<file path="config.mk">
export PLATFORM = sky130hd
export DESIGN_NAME = two_bit_comp_using_nand
export DESIGN_NICKNAME = d
export VERILOG_FILES = /design/src/rtl/cmp_nand_pkg.sv /design/src/rtl/cmp_bit_slice_nand.sv /design/src/rtl/two_bit_comp_using_nand.sv
export SDC_FILE = /design/constraint.sdc
export NUM_CORES = 1
export LEC_CHECK = 0
export ABC_CLOCK_PERIOD_IN_PS = 1750
export BUFFER_PORTS_ARGS = -buffer_cell sky130_fd_sc_hd__buf_4
export CAP_MARGIN = 10
export CORE_AREA = 2 2 39 41
export DETAILED_ROUTE_END_ITERATION = 7
export DIE_AREA = 0 0 41 43
export PLACE_DENSITY = 0.35
export SKIP_LAST_GASP = 1
export SYNTH_ARGS = -nofsm -noshare
export SYNTH_HDL_FRONTEND = slang
export SYNTH_SLANG_ARGS = --single-unit
</file>
<file path="constraint.sdc">
create_clock -name clk -period 1.75 [get_ports clk]
set_input_delay 0.175 -clock clk [delete_from_list [all_inputs] [get_ports clk]]
set_output_delay 0.175 -clock clk [all_outputs]
set_load 0.01 [all_outputs]
</file>
<file path="src/rtl/cmp_nand_pkg.sv">
// Shared constants and the NAND2 primitive for the NAND-only magnitude comparator.
// Result codes are ordered {l,e,g}.
package cmp_nand_pkg;

  localparam int CMP_WIDTH_DEFAULT = 2;

  localparam logic [2:0] CMP_LT  = 3'b100;
  localparam logic [2:0] CMP_EQ  = 3'b010;
  localparam logic [2:0] CMP_GT  = 3'b001;
  localparam logic [2:0] CMP_RST = 3'b000;

  function automatic logic nand2(input logic x, input logic y);
    return ~(x & y);
  endfunction

endpackage

</file>
<file path="src/rtl/cmp_bit_slice_nand.sv">
// One bit of the MSB-to-LSB compare cascade, built only from 2-input NANDs.
// A slice can only set gt/lt while every more significant bit compared equal.
module cmp_bit_slice_nand
  import cmp_nand_pkg::*;
(
  input  logic a_i,
  input  logic b_i,
  input  logic gt_in,
  input  logic eq_in,
  input  logic lt_in,
  output logic gt_out,
  output logic eq_out,
  output logic lt_out
);

  logic a_n, b_n;
  logic gt_i_n, gt_i, lt_i_n, lt_i;
  logic ab_n, xa, xb, x_ab, eq_i;
  logic gt_in_n, lt_in_n, gt_term_n, lt_term_n, eq_term_n;

  assign a_n    = nand2(a_i, a_i);
  assign b_n    = nand2(b_i, b_i);

  assign gt_i_n = nand2(a_i, b_n);
  assign gt_i   = nand2(gt_i_n, gt_i_n);
  assign lt_i_n = nand2(a_n, b_i);
  assign lt_i   = nand2(lt_i_n, lt_i_n);

  // Classic four-NAND XOR, then inverted to XNOR.
  assign ab_n   = nand2(a_i, b_i);
  assign xa     = nand2(a_i, ab_n);
  assign xb     = nand2(b_i, ab_n);
  assign x_ab   = nand2(xa, xb);
  assign eq_i   = nand2(x_ab, x_ab);

  // OR(x, AND(y,z)) = NAND(~x, NAND(y,z)): the inverter after the AND's NAND
  // cancels against the OR's input inverter.
  assign gt_in_n   = nand2(gt_in, gt_in);
  assign gt_term_n = nand2(eq_in, gt_i);
  assign gt_out    = nand2(gt_in_n, gt_term_n);

  assign lt_in_n   = nand2(lt_in, lt_in);
  assign lt_term_n = nand2(eq_in, lt_i);
  assign lt_out    = nand2(lt_in_n, lt_term_n);

  assign eq_term_n = nand2(eq_in, eq_i);
  assign eq_out    = nand2(eq_term_n, eq_term_n);

endmodule

</file>
<file path="src/rtl/two_bit_comp_using_nand.sv">
// Registered unsigned magnitude comparator over a chain of NAND-only bit slices.
// Optional CMP_ONEHOT_CHECK_EN adds a sticky err flag for non-one-hot results.
module two_bit_comp_using_nand
  import cmp_nand_pkg::*;
#(
  parameter int WIDTH = CMP_WIDTH_DEFAULT
) (
  input  logic             clk,
  input  logic             rst,
  input  logic [WIDTH-1:0] a,
  input  logic [WIDTH-1:0] b,
  output logic             l,
  output logic             e,
`ifdef CMP_ONEHOT_CHECK_EN
  output logic             err,
`endif
  output logic             g
);

  // Cascade index WIDTH feeds the MSB slice; index 0 is the final result.
  logic [WIDTH:0] gt_c;
  logic [WIDTH:0] eq_c;
  logic [WIDTH:0] lt_c;
  logic [2:0]     flags_next;
  logic [2:0]     flags_reg;

  assign gt_c[WIDTH] = 1'b0;
  assign eq_c[WIDTH] = 1'b1;
  assign lt_c[WIDTH] = 1'b0;

  generate
    for (genvar gi = WIDTH - 1; gi >= 0; gi--) begin : gen_slice
      cmp_bit_slice_nand u_slice (
        .a_i    (a[gi]),
        .b_i    (b[gi]),
        .gt_in  (gt_c[gi+1]),
        .eq_in  (eq_c[gi+1]),
        .lt_in  (lt_c[gi+1]),
        .gt_out (gt_c[gi]),
        .eq_out (eq_c[gi]),
        .lt_out (lt_c[gi])
      );
    end
  endgenerate

  assign flags_next = {lt_c[0], eq_c[0], gt_c[0]};

  always_ff @(posedge clk) begin
    if (rst) begin
      flags_reg <= CMP_RST;
    end else begin
      flags_reg <= flags_next;
    end
  end

  assign l = flags_reg[2];
  assign e = flags_reg[1];
  assign g = flags_reg[0];

`ifdef CMP_ONEHOT_CHECK_EN
  logic onehot_ok;
  logic err_reg;

  assign onehot_ok = (flags_next[2] ^ flags_next[1] ^ flags_next[0]) & ~(&flags_next);

  always_ff @(posedge clk) begin
    if (rst) begin
      err_reg <= 1'b0;
    end else begin
      err_reg <= err_reg | ~onehot_ok;
    end
  end

  assign err = err_reg;
`endif

endmodule

</file>
# [Yosys cells after proc, flatten, opt, wreduce, memory -nomap -nowiden]
# Index checks and enable logic that the tools add are counted.
[classes] n_bitwise=33
[op_table] op="1-bit AND" count=17
[op_table] op="1-bit NOT" count=16
[totals] reg_bits=3 input_bits=6 output_inout_bits=3

# [Depth between registers and ports, before layout]
# Gate-level depths: netlist (run 1).
[logic_depth] word_depth=9 depth_mapped=4

# [Hierarchy]
# A second synthesis (run 1) with hierarchy kept.
[unflattened] hier_cells=22 hier_area_um2=193.9
[by_module_without_submodules] module="cmp_bit_slice_nand" cells_per_inst=7 n_inst=2 area_each_um2=53.8
[by_module_without_submodules] module="two_bit_comp_using_nand" cells_per_inst=8 n_inst=1 area_each_um2=86.3

# [Worst setup path after synthesis (run 1)]
# No wires, ideal clock.
[synth_path] kind="in2reg" start="input a[1]" end="register flags_reg[2]" n_path_buf=0 arrival_time_ns=0.677 setup_slack_ns=0.959 setup_ns=0.114 stages=4 path_cell_list="inv_1 ha_1 a21oi_1 nor2_1"
[synth_via] elab_chain_cells=9 word_cells_on_any_way=14
[synth_rtl] item="start, declared" line="two_bit_comp_using_nand.sv:10" source="input logic [WIDTH-1:0] a,"
[synth_rtl] item="1-bit AND" line="cmp_nand_pkg.sv:13" source="return ~(x & y);"
[synth_rtl] item="1-bit NOT" line="cmp_nand_pkg.sv:13"
[synth_rtl] item="1-bit AND" line="cmp_nand_pkg.sv:13"
[synth_rtl] item="1-bit NOT" line="cmp_nand_pkg.sv:13"
[synth_rtl] item="1-bit AND (2 in a row)" line="cmp_nand_pkg.sv:13"
[synth_rtl] item="1-bit NOT" line="cmp_nand_pkg.sv:13"
[synth_rtl] item="1-bit AND *" line="cmp_nand_pkg.sv:13"
[synth_rtl] item="1-bit NOT *" line="cmp_nand_pkg.sv:13"
[synth_rtl] item="end signal, assigned" line="two_bit_comp_using_nand.sv:52" source="flags_reg <= flags_next;"
[synth_rtl] item="end, declared" line="two_bit_comp_using_nand.sv:25" source="logic [2:0] flags_reg;"
# Every way passes the cells marked *; elsewhere a longest branch is shown, timed or not.
# A chain may end at the register's enable or synchronous reset.

# [Worst setup path after layout (run 1)]
[layout_path] start="register flags_reg[2]" end="output l"
[layout_lines] item="end, declared" line="two_bit_comp_using_nand.sv:12" source="output logic l,"
# No word-level cell between the ends.

==> summary.md, run 1 <==
| Metric | Value |
|---|---|
| Antenna violations before repair | `0` |
| Yosys top cell area share | `0.400` |
| Final hold slack | `0.115 ns` |
| Syn Nets | `27` |
| Largest net degree at the start of global routing | `4` |
| Startpoint types | `flip-flop` |
| Leakage power | `roughly 0.14 nW` |
| Delay-heaviest family, CP | `flip-flops` |
| Routed Wire Length | `around 320 um` |
| Number of global-route vias before repair | `144` |
| Clock transition at the registers of the reported paths | `0.04 ns` |
| Max reg flops | `3` |
| DR WL/cell | `a little over 7 um` |
| Sequential cell area | `between 60 and 70 um^2` |
| Area of the multi-input gates | `75.1 um^2` |
| Setup ws final | `slightly above 0.9 ns` |
| CTS tree | `built` |
| Synth unique cells | `6` |
| Ant. Diodes | `0` |
| Fin nets | `40` |
| Crit-path max cell delay | `0.29 ns` |
| Number of routed nets with antenna violations | `0` |
| CP Class | `flip-flop to primary output` |
| Arrival time at the worst endpoint | `~0.66 ns` |
| CTS Hold Buffers Added | `0` |
| Slew margin rel. | `0.924` |
| #FFs+latches synth | `3` |
| Switching part of the total | `0.225` |
| Sequential-to-total area share from yosys stat | `0.400` |
| Via density | `roughly 3.1` |
| Place WS | `between 0.8 and 0.9 ns` |
| Synth top area cells | `dfxtp_1 (40%), ha_1 (33%), inv_1 (10%)` |
| Final Setup Violations | `0` |
| Clock Sinks | `3` |
| Max_cap viols | `0` |
| Core ar. | `around 1400 um^2` |
| Post-route DRC | `0` |
| First drt pass iteration count | `1` |
| Tmin final | `~0.83 ns` |
| Final Hold Fails | `0` |
| P_sw | `between 0.00005 and 0.00006 W` |
| Setup TNS | `0 ns` |
| Final worst-path cycle share | `0.474` |
| Post-Synth Simple-Gate Area | `0.100` |
| Hold crit path type | `primary input to flip-flop` |
| Combinational family with the most area after synthesis | `adder cells` |
| I/O pins | `9` |
| Row count | `14` |
| Mux share of post-synthesis cell area | `0` |
| Largest area contributor in the netlist | `dfxtp_1` |
| Slew Viols, Final | `0` |
| Final Wtd Congestion | `about 0.56` |
| H-tree Lvls | `1` |
| Worst slew pin tran | `roughly 0.11 ns` |
| XOR/XNOR Fraction of Synth Area | `0` |
| Status | `complete, no violations` |
| DR vias | `around 140` |
| Syn_area_per_cell | `around 9 um^2` |
| Starting Density | `0.108` |
| Root buf cell | `clkbuf_4` |
| Die Y | `43 um` |
| Highest Clock Rate | `1200 MHz` |
| Power per cell area | `890 nW/um^2` |
| Crit-path cells | `buf_4` |
| Combinational share of power | `0.144` |
| Detailed router's first-iteration violation count | `0` |
| Layout cell share with drive strength beyond 1 | `0.379` |
| Leading cell types in the layout, fill and taps excluded | `buf_4 (8), inv_1 (4), ha_1 (4)` |
| Commonest non-fill, non-tap cell in the layout | `buf_4` |
| Longest Clk Path Bufs | `2` |
| Slowest stage cell on the critical path | `dfxtp_1` |
| Cell area after synthesis | `around 150 um^2` |
| Reg power frac | `0.325` |
| Final Power | `between 0.0002 and 0.00025 W` |
| Crit end category | `primary output` |
| Number of CTS-inserted buffers | `3` |
| RSZ-0062 raised after global routing | `false` |
| Final core occ | `0.185` |
| Buffers on Ports | `8` |
| Crit path buf inv count | `1` |
| Crit-path max FO | `1` |
| Pint | `roughly 0.00018 W` |
| Setup bufs post-CTS | `0` |
| Global-route wire length before repair | `about 430 um` |
| Clock share of power | `0.531` |
| Post-synthesis instance total | `17` |
| Worst path required time | `around 1.6 ns` |
| GR Util All Layers | `0.0401` |
| Fillers | `about 160` |
| Remaining global-route overflow | `0` |
| Post-synthesis compound-gate area fraction | `0.0667` |
| Peak supply drop | `~0.11 mV` |
| Post-synthesis adder-cell area fraction | `0.333` |
| Area Growth Syn to Fin | `70.8%` |
| Yosys warnings | `0` |
| Chip width | `between 40 and 50 um` |
| Die Footprint | `1760 um^2` |
| Post_cts resized | `0` |
-- kinds of logic (layout without fill, tap and decap cells) --
group / Yosys count / after routing
fa+ha+maj: 4 / 4
simple gates: 4 / 4
buf+inv: 4 / 16
flops: 3 / 3
compound gates: 2 / 2
-- through the flow --
step                      cells  area [um^2]
after floorplan              17          150
after detailed placement     41          230
after global placement       41          230
after global routing         45          256
after CTS                    45          256
final                        45          256
-- synth_stat cells (all sizes together) --
master / count
inv: 4
a21oi: 2
nor2: 3
dfxtp: 3
nand2: 1
ha: 4
-- path summary, 6_finish.rpt --
check / start / endpoint / slack (ns) / cells past startpoint
worst max-delay path: flags_reg[2]$_SDFF_PP0_ / l / 0.92 / 1
worst min-delay path: rst / flags_reg[2]$_SDFF_PP0_ / 0.11 / 2
-- power groups by stage --
stage / Sequential [W] / Combinational (W) / Clock (W)
after floorplan: 0.0000776 / 0.0000114 / 0
after global placement: 0.0000752 / 0.0000325 / 0
after detailed placement: 0.0000754 / 0.0000336 / 0
after CTS: 0.0000743 / 0.0000337 / 0.000130
after global routing: 0.0000744 / 0.0000371 / 0.000128
final: 0.0000742 / 0.0000328 / 0.000121
-- layout make-up --
class / instances / area share
Clock buffer: 4 / 0.102
Inverter: 4 / 0.0585
Multi-Input combinational cell: 10 / 0.293
Sequential cell: 3 / 0.234
Tap cell: 16 / 0.0780
Timing Repair Buffer: 8 / 0.234
-- metal layers --
layer / share of wire / global-route usage / vias to the layer above
li1: - / - / 74
met1: 0.27 / 0.0160 / 62
met2: 0.61 / 0.0719 / 5
met3: 0.12 / 0.0157 / 0
met4: 0 / 0.0600 / 0
met5: 0 / 0 / -
No activity file was read; power rests on OpenSTA's default activity.
==> inputs of run 2 (changes only) <==
--- a/config.mk
+++ b/config.mk
@@ -5,7 +5,7 @@
 export SDC_FILE = /design/constraint.sdc
 export NUM_CORES = 1
 export LEC_CHECK = 0
-export ABC_CLOCK_PERIOD_IN_PS = 1750
+export ABC_CLOCK_PERIOD_IN_PS = 850
 export BUFFER_PORTS_ARGS = -buffer_cell sky130_fd_sc_hd__buf_4
 export CAP_MARGIN = 10
 export CORE_AREA = 2 2 39 41
==> constraint.sdc (replaced) <==
create_clock -name clk -period 0.85 [get_ports clk]
set_input_delay 0.085 -clock clk [delete_from_list [all_inputs] [get_ports clk]]
set_output_delay 0.085 -clock clk [all_outputs]
set_load 0.01 [all_outputs]
==> run 2 against run 1 <==
Against the previous run:
- non-clock buffer count did not move
- utilization did not move
- sequential power rose by 110%
- sequential share of layout area did not move
- power rose by 110%
- combinational power rose by 110%
- flip-flop and latch count did not move
- clock power rose by 110%
- die area did not move
- critical path depth did not move
- critical path type unchanged
- critical endpoint is now e
==> summary.md, run 2 (synthesis gave the netlist of run 1 again) <==
| Metric | Value |
|---|---|
| Slew margin rel. | `0.921 (-0.00310)` |
| Clock Sinks | `3 (unchanged)` |
| Worst slew pin tran | `0.118 ns (+0.00465 ns)` |
| Setup TNS | `0 ns (unchanged)` |
| Root buf cell | `clkbuf_4` |
| Met2 wire length | `172 um (-11%)` |
| WL met3 | `39 um (+5.4%)` |
| Crit-path cells | `buf_4` |
| H-tree Lvls | `1 (unchanged)` |
| Highest Clock Rate | `1340 MHz` |
| Fin nets | `40 (unchanged)` |
| CTS Hold Buffers Added | `0 (unchanged)` |
| Final Wtd Congestion | `0.558 (-0.45%)` |
| Final worst-path cycle share | `0.876` |
| Leading cell types in the layout, fill and taps excluded | `buf_4 (8), inv_1 (4), ha_1 (4)` |
| Final core occ | `0.185 (unchanged)` |
| Max Used Layer | `met4` |
| CP Class | `flip-flop to primary output` |
| Global-route wire length before repair | `448 um (+4.9%)` |
| Routed Wire Length | `318 um (unchanged)` |
| CTS tree | `built` |
| Tmin final | `between 0.7 and 0.8 ns` |
| Post-route DRC | `0 (unchanged)` |
| Crit-path max cell delay | `0.29 ns (about the same)` |
| Crit-path max FO | `1 (unchanged)` |
| Arrival time at the worst endpoint | `0.66 ns (about the same)` |
| Max_cap viols | `0 (unchanged)` |
| First drt pass iteration count | `1 (unchanged)` |
| I/O pins | `9 (unchanged)` |
| RSZ-0062 raised after global routing | `false` |
| Startpoint types | `flip-flop` |
| Status | `complete, no violations` |
| Peak supply drop | `0.238 mV (+110%)` |
| Chip width | `41 um (unchanged)` |
| Power per cell area | `1840 nW/um^2 (+110%)` |
| Final Hold Fails | `0 (unchanged)` |
| DR WL/cell | `7.07 um (unchanged)` |
| Slew Viols, Final | `0 (unchanged)` |
| Area Growth Syn to Fin | `70.8% (unchanged)` |
| Antenna violations before repair | `0 (unchanged)` |
| Crit end category | `primary output` |
| Layout cell share with drive strength beyond 1 | `0.379 (unchanged)` |
| Number of routed nets with antenna violations | `0 (unchanged)` |
| Remaining global-route overflow | `0 (unchanged)` |
| Buffers on Ports | `8 (unchanged)` |
| Setup bufs post-CTS | `0 (unchanged)` |
| Hold crit path type | `primary input to flip-flop` |
| DR vias | `143 (+1.4%)` |
| Clock transition at the registers of the reported paths | `0.04 ns (about the same)` |
| Via density | `3.18 (+1.4%)` |
| Number of CTS-inserted buffers | `3 (unchanged)` |
| Commonest non-fill, non-tap cell in the layout | `buf_4` |
| Starting Density | `0.108 (unchanged)` |
| Leakage power | `0.143 nW (unchanged)` |
| Number of global-route vias before repair | `143 (-0.69%)` |
| Detailed router's first-iteration violation count | `0 (unchanged)` |
| Die Y | `43 um (unchanged)` |
| Ant. Diodes | `0 (unchanged)` |
| Slowest stage cell on the critical path | `dfxtp_1` |
| Fillers | `151 (-3.8%)` |
| Largest net degree at the start of global routing | `4 (unchanged)` |
| WL met1 | `93 um (+8.1%)` |
| Post_cts resized | `0 (unchanged)` |
| Max reg flops | `3 (unchanged)` |
| Delay-heaviest family, CP | `flip-flops` |
| Worst path required time | `0.76 ns (-0.81 ns)` |
| Core ar. | `1380 um^2 (unchanged)` |
| Row count | `14 (unchanged)` |
| Die Footprint | `1760 um^2 (unchanged)` |
| GR Util All Layers | `0.0441 (+0.00401)` |
| Longest Clk Path Bufs | `2 (unchanged)` |
| Final Setup Violations | `0 (unchanged)` |
| Crit path buf inv count | `1 (unchanged)` |
run 2: layout make-up:
class | count | area, um^2 | area share
timing repair buffer | 8 | 60.1 | 0.234
sequential | 3 | 60.1 | 0.234
clock buffer | 4 | 26.3 | 0.102
tap | 16 | 20.0 | 0.0780
multi-input combinational | 10 | 75.1 | 0.293
inverter | 4 | 15.0 | 0.0585
run 2: worst paths after layout:
check	startpoint	endpoint	depth (start not counted)
max	flags_reg[1]$_SDFF_PP0_	e	1
min	rst	flags_reg[1]$_SDFF_PP0_	2
run 2: where the power goes:
group | internal (W) | switching, W | leakage (nW)
clock | 0.000176 | 0.0000748 | 0.0150
sequential | 0.000151 | 0.00000218 | 0.0247
combinational | 0.0000377 | 0.0000302 | 0.103
total | 0.000364 | 0.000107 | 0.143
run 2: metal layers:
layer,global-route usage,vias to the layer above
met3,0.0157,2
met4,0.0800,0
met2,0.0656,7
li1,-,74
met1,0.0256,60
met5,0,-
run 2: per-stage QoR:
stage	worst slack, ns	instance area, um^2	hold slack, ns	power, W	instances
5_1_grt	0.0857	256	0.0270	0.000496	45
3_3_place_gp	0.00653	230	0.264	0.000222	41
4_1_cts	0.0910	256	0.0172	0.000487	45
3_5_place_dp	0.000287	230	0.270	0.000225	41
2_1_floorplan	0.149	150	0.157	0.000183	17
6_report	0.106	256	0.0216	0.000471	45
==> inputs of run 3 (changes only) <==
--- a/config.mk
+++ b/config.mk
@@ -9,9 +9,11 @@
 export BUFFER_PORTS_ARGS = -buffer_cell sky130_fd_sc_hd__buf_4
 export CAP_MARGIN = 10
 export CORE_AREA = 2 2 39 41
+export CTS_CLUSTER_DIAMETER = 50
 export DETAILED_ROUTE_END_ITERATION = 7
 export DIE_AREA = 0 0 41 43
 export PLACE_DENSITY = 0.35
+export RECOVER_POWER = 100
 export SKIP_LAST_GASP = 1
 export SYNTH_ARGS = -nofsm -noshare
 export SYNTH_HDL_FRONTEND = slang
==> run 3 against run 2 <==
Against the previous run:
- worst hold slack about the same
- critical path type unchanged
- final cell count unchanged
- sequential share of layout area grew 1.5 points
- clock-buffer cell count did not move
- worst setup slack worse by 0.024 ns
- largest power group unchanged
- critical path depth is the same
- global-route usage unchanged
==> summary.md, run 3 (synthesis gave the netlist of run 1 again) <==
| Metric | Value |
|---|---|
| Slowest stage cell on the critical path | `dfxtp_1` |
| Crit-path max FO | `1 (unchanged)` |
| First drt pass iteration count | `1 (unchanged)` |
| Post-route cell area | `241 um^2 (-5.9%)` |
| GR Util All Layers | `0.0441 (unchanged)` |
| Tmin final | `0.769 ns (+0.0245 ns)` |
| Slew Viols, Final | `0 (unchanged)` |
| Placement Cell Area | `230 um^2 (unchanged)` |
| DR WL/cell | `7.18 um (+1.6%)` |
| Final Wtd Congestion | `0.558 (unchanged)` |
| Final Setup Violations | `0 (unchanged)` |
| Status | `complete, no violations` |
| Place WS | `0.000287 ns (unchanged)` |
| Root buf cell | `clkbuf_4` |
| Remaining global-route overflow | `0 (unchanged)` |
| Die Footprint | `1760 um^2 (unchanged)` |
| Power per cell area | `1920 nW/um^2 (+4.2%)` |
| Row count | `14 (unchanged)` |
| Detailed router's first-iteration violation count | `0 (unchanged)` |
| Crit path buf inv count | `1 (unchanged)` |
| Via density | `3.18 (unchanged)` |
| Setup bufs post-CTS | `0 (unchanged)` |
| CP Class | `flip-flop to primary output` |
| Number of CTS-inserted buffers | `3 (unchanged)` |
| Worst slew pin tran | `0.149 ns (+0.0311 ns)` |
| Fin cells | `45 (unchanged)` |
| Antenna violations before repair | `0 (unchanged)` |
| Post-route DRC | `0 (unchanged)` |
| RSZ-0062 raised after global routing | `false` |
| Ant. Diodes | `0 (unchanged)` |
| CP Depth | `1 (unchanged)` |
| Crit-path cells | `clkbuf_1` |
| Worst path required time | `0.76 ns (about the same)` |
| Highest Clock Rate | `1300 MHz (-3.2%)` |
| Setup TNS | `0 ns (unchanged)` |
| Global-route wire length before repair | `448 um (unchanged)` |
| Leading cell types in the layout, fill and taps excluded | `inv_1 (4), ha_1 (4), clkbuf_1 (4), buf_4 (4)` |
| Layout cell share with drive strength beyond 1 | `0.241 (-0.138)` |
| Crit. Startpoint | `flags_reg[1]$_SDFF_PP0_` |
| CTS tree | `built` |
| Die Y | `43 um (unchanged)` |
| Post_cts resized | `0 (unchanged)` |
| H-tree Lvls | `1 (unchanged)` |
| CTS Hold Buffers Added | `0 (unchanged)` |
| Max reg flops | `3 (unchanged)` |
| Starting Density | `0.108 (unchanged)` |
| Crit-path max cell delay | `0.30 ns (about the same)` |
| Peak supply drop | `0.235 mV (-1.3%)` |
| Fillers | `157 (+4.0%)` |
| Setup ws final | `0.0812 ns (-0.0245 ns)` |
| DR vias | `143 (unchanged)` |
| Clock Sinks | `3 (unchanged)` |
| Worst Setup EP | `e` |
| Startpoint types | `flip-flop` |
| Largest net degree at the start of global routing | `4 (unchanged)` |
| Arrival time at the worst endpoint | `0.68 ns (+0.02 ns)` |
| Longest Clk Path Bufs | `2 (unchanged)` |
| Area Growth Syn to Fin | `60.8%` |
| Slew margin rel. | `0.901 (-0.0203)` |
| Hold crit path type | `primary input to flip-flop` |
| Delay-heaviest family, CP | `flip-flops` |
| Final Hold Fails | `0 (unchanged)` |
| Clock transition at the registers of the reported paths | `0.04 ns (about the same)` |
| Number of global-route vias before repair | `143 (unchanged)` |
| Core ar. | `1380 um^2 (unchanged)` |
| Fin nets | `40 (unchanged)` |
| Final worst-path cycle share | `0.904 (+0.0288)` |
| Routed Wire Length | `323 um (+1.6%)` |
| Max_cap viols | `0 (unchanged)` |
| I/O pins | `9 (unchanged)` |
| Dpl cells | `41 (unchanged)` |
| Leakage power | `0.127 nW (-11%)` |
| Chip width | `41 um (unchanged)` |
| Number of routed nets with antenna violations | `0 (unchanged)` |
| Hold-critical path depth | `2 (unchanged)` |
| Crit end category | `primary output` |
| Buffers on Ports | `8 (unchanged)` |
-- run 3: metrics by stage --
step           power (W)  hold WS (ns)  utilization
6_report        0.000462        0.0216        0.175
5_1_grt         0.000486        0.0270        0.175
4_1_cts         0.000487        0.0172        0.185
3_5_place_dp    0.000225         0.270        0.166
3_3_place_gp    0.000222         0.264        0.166
2_1_floorplan   0.000183         0.157            -
-- run 3: worst min path at each step --
stage,to,from
3_5_place_dp,flags_reg[1]$_SDFF_PP0_,rst
2_1_floorplan,flags_reg[1]$_SDFF_PP0_,rst
6_report,flags_reg[1]$_SDFF_PP0_,rst
5_1_grt,flags_reg[2]$_SDFF_PP0_,rst
4_1_cts,flags_reg[1]$_SDFF_PP0_,rst
3_3_place_gp,flags_reg[1]$_SDFF_PP0_,rst
-- run 3: report_power, final --
group,leakage [nW],switching [W],internal (W)
clock network,0.0150,0.0000748,0.000176
logic,0.0873,0.0000303,0.0000288
registers,0.0247,0.00000204,0.000151
total,0.127,0.000107,0.000355
-- run 3: cell type report --
type / count / area, um^2 / area share
Multi-Input combinational cell: 10 / 75.1 / 0.311
Sequential cell: 3 / 60.1 / 0.249
Timing Repair Buffer: 8 / 45.0 / 0.187
Clock buffer: 4 / 26.3 / 0.109
Tap cell: 16 / 20.0 / 0.0829
Inverter: 4 / 15.0 / 0.0622
-- run 3: per-layer routing --
metal  GRT usage  vias up  wire length, um
met5           0        -                0
met4      0.0800        0               12
met3      0.0157        2               43
met2      0.0656        7              171
met1      0.0256       60               95
li1            -       74                -
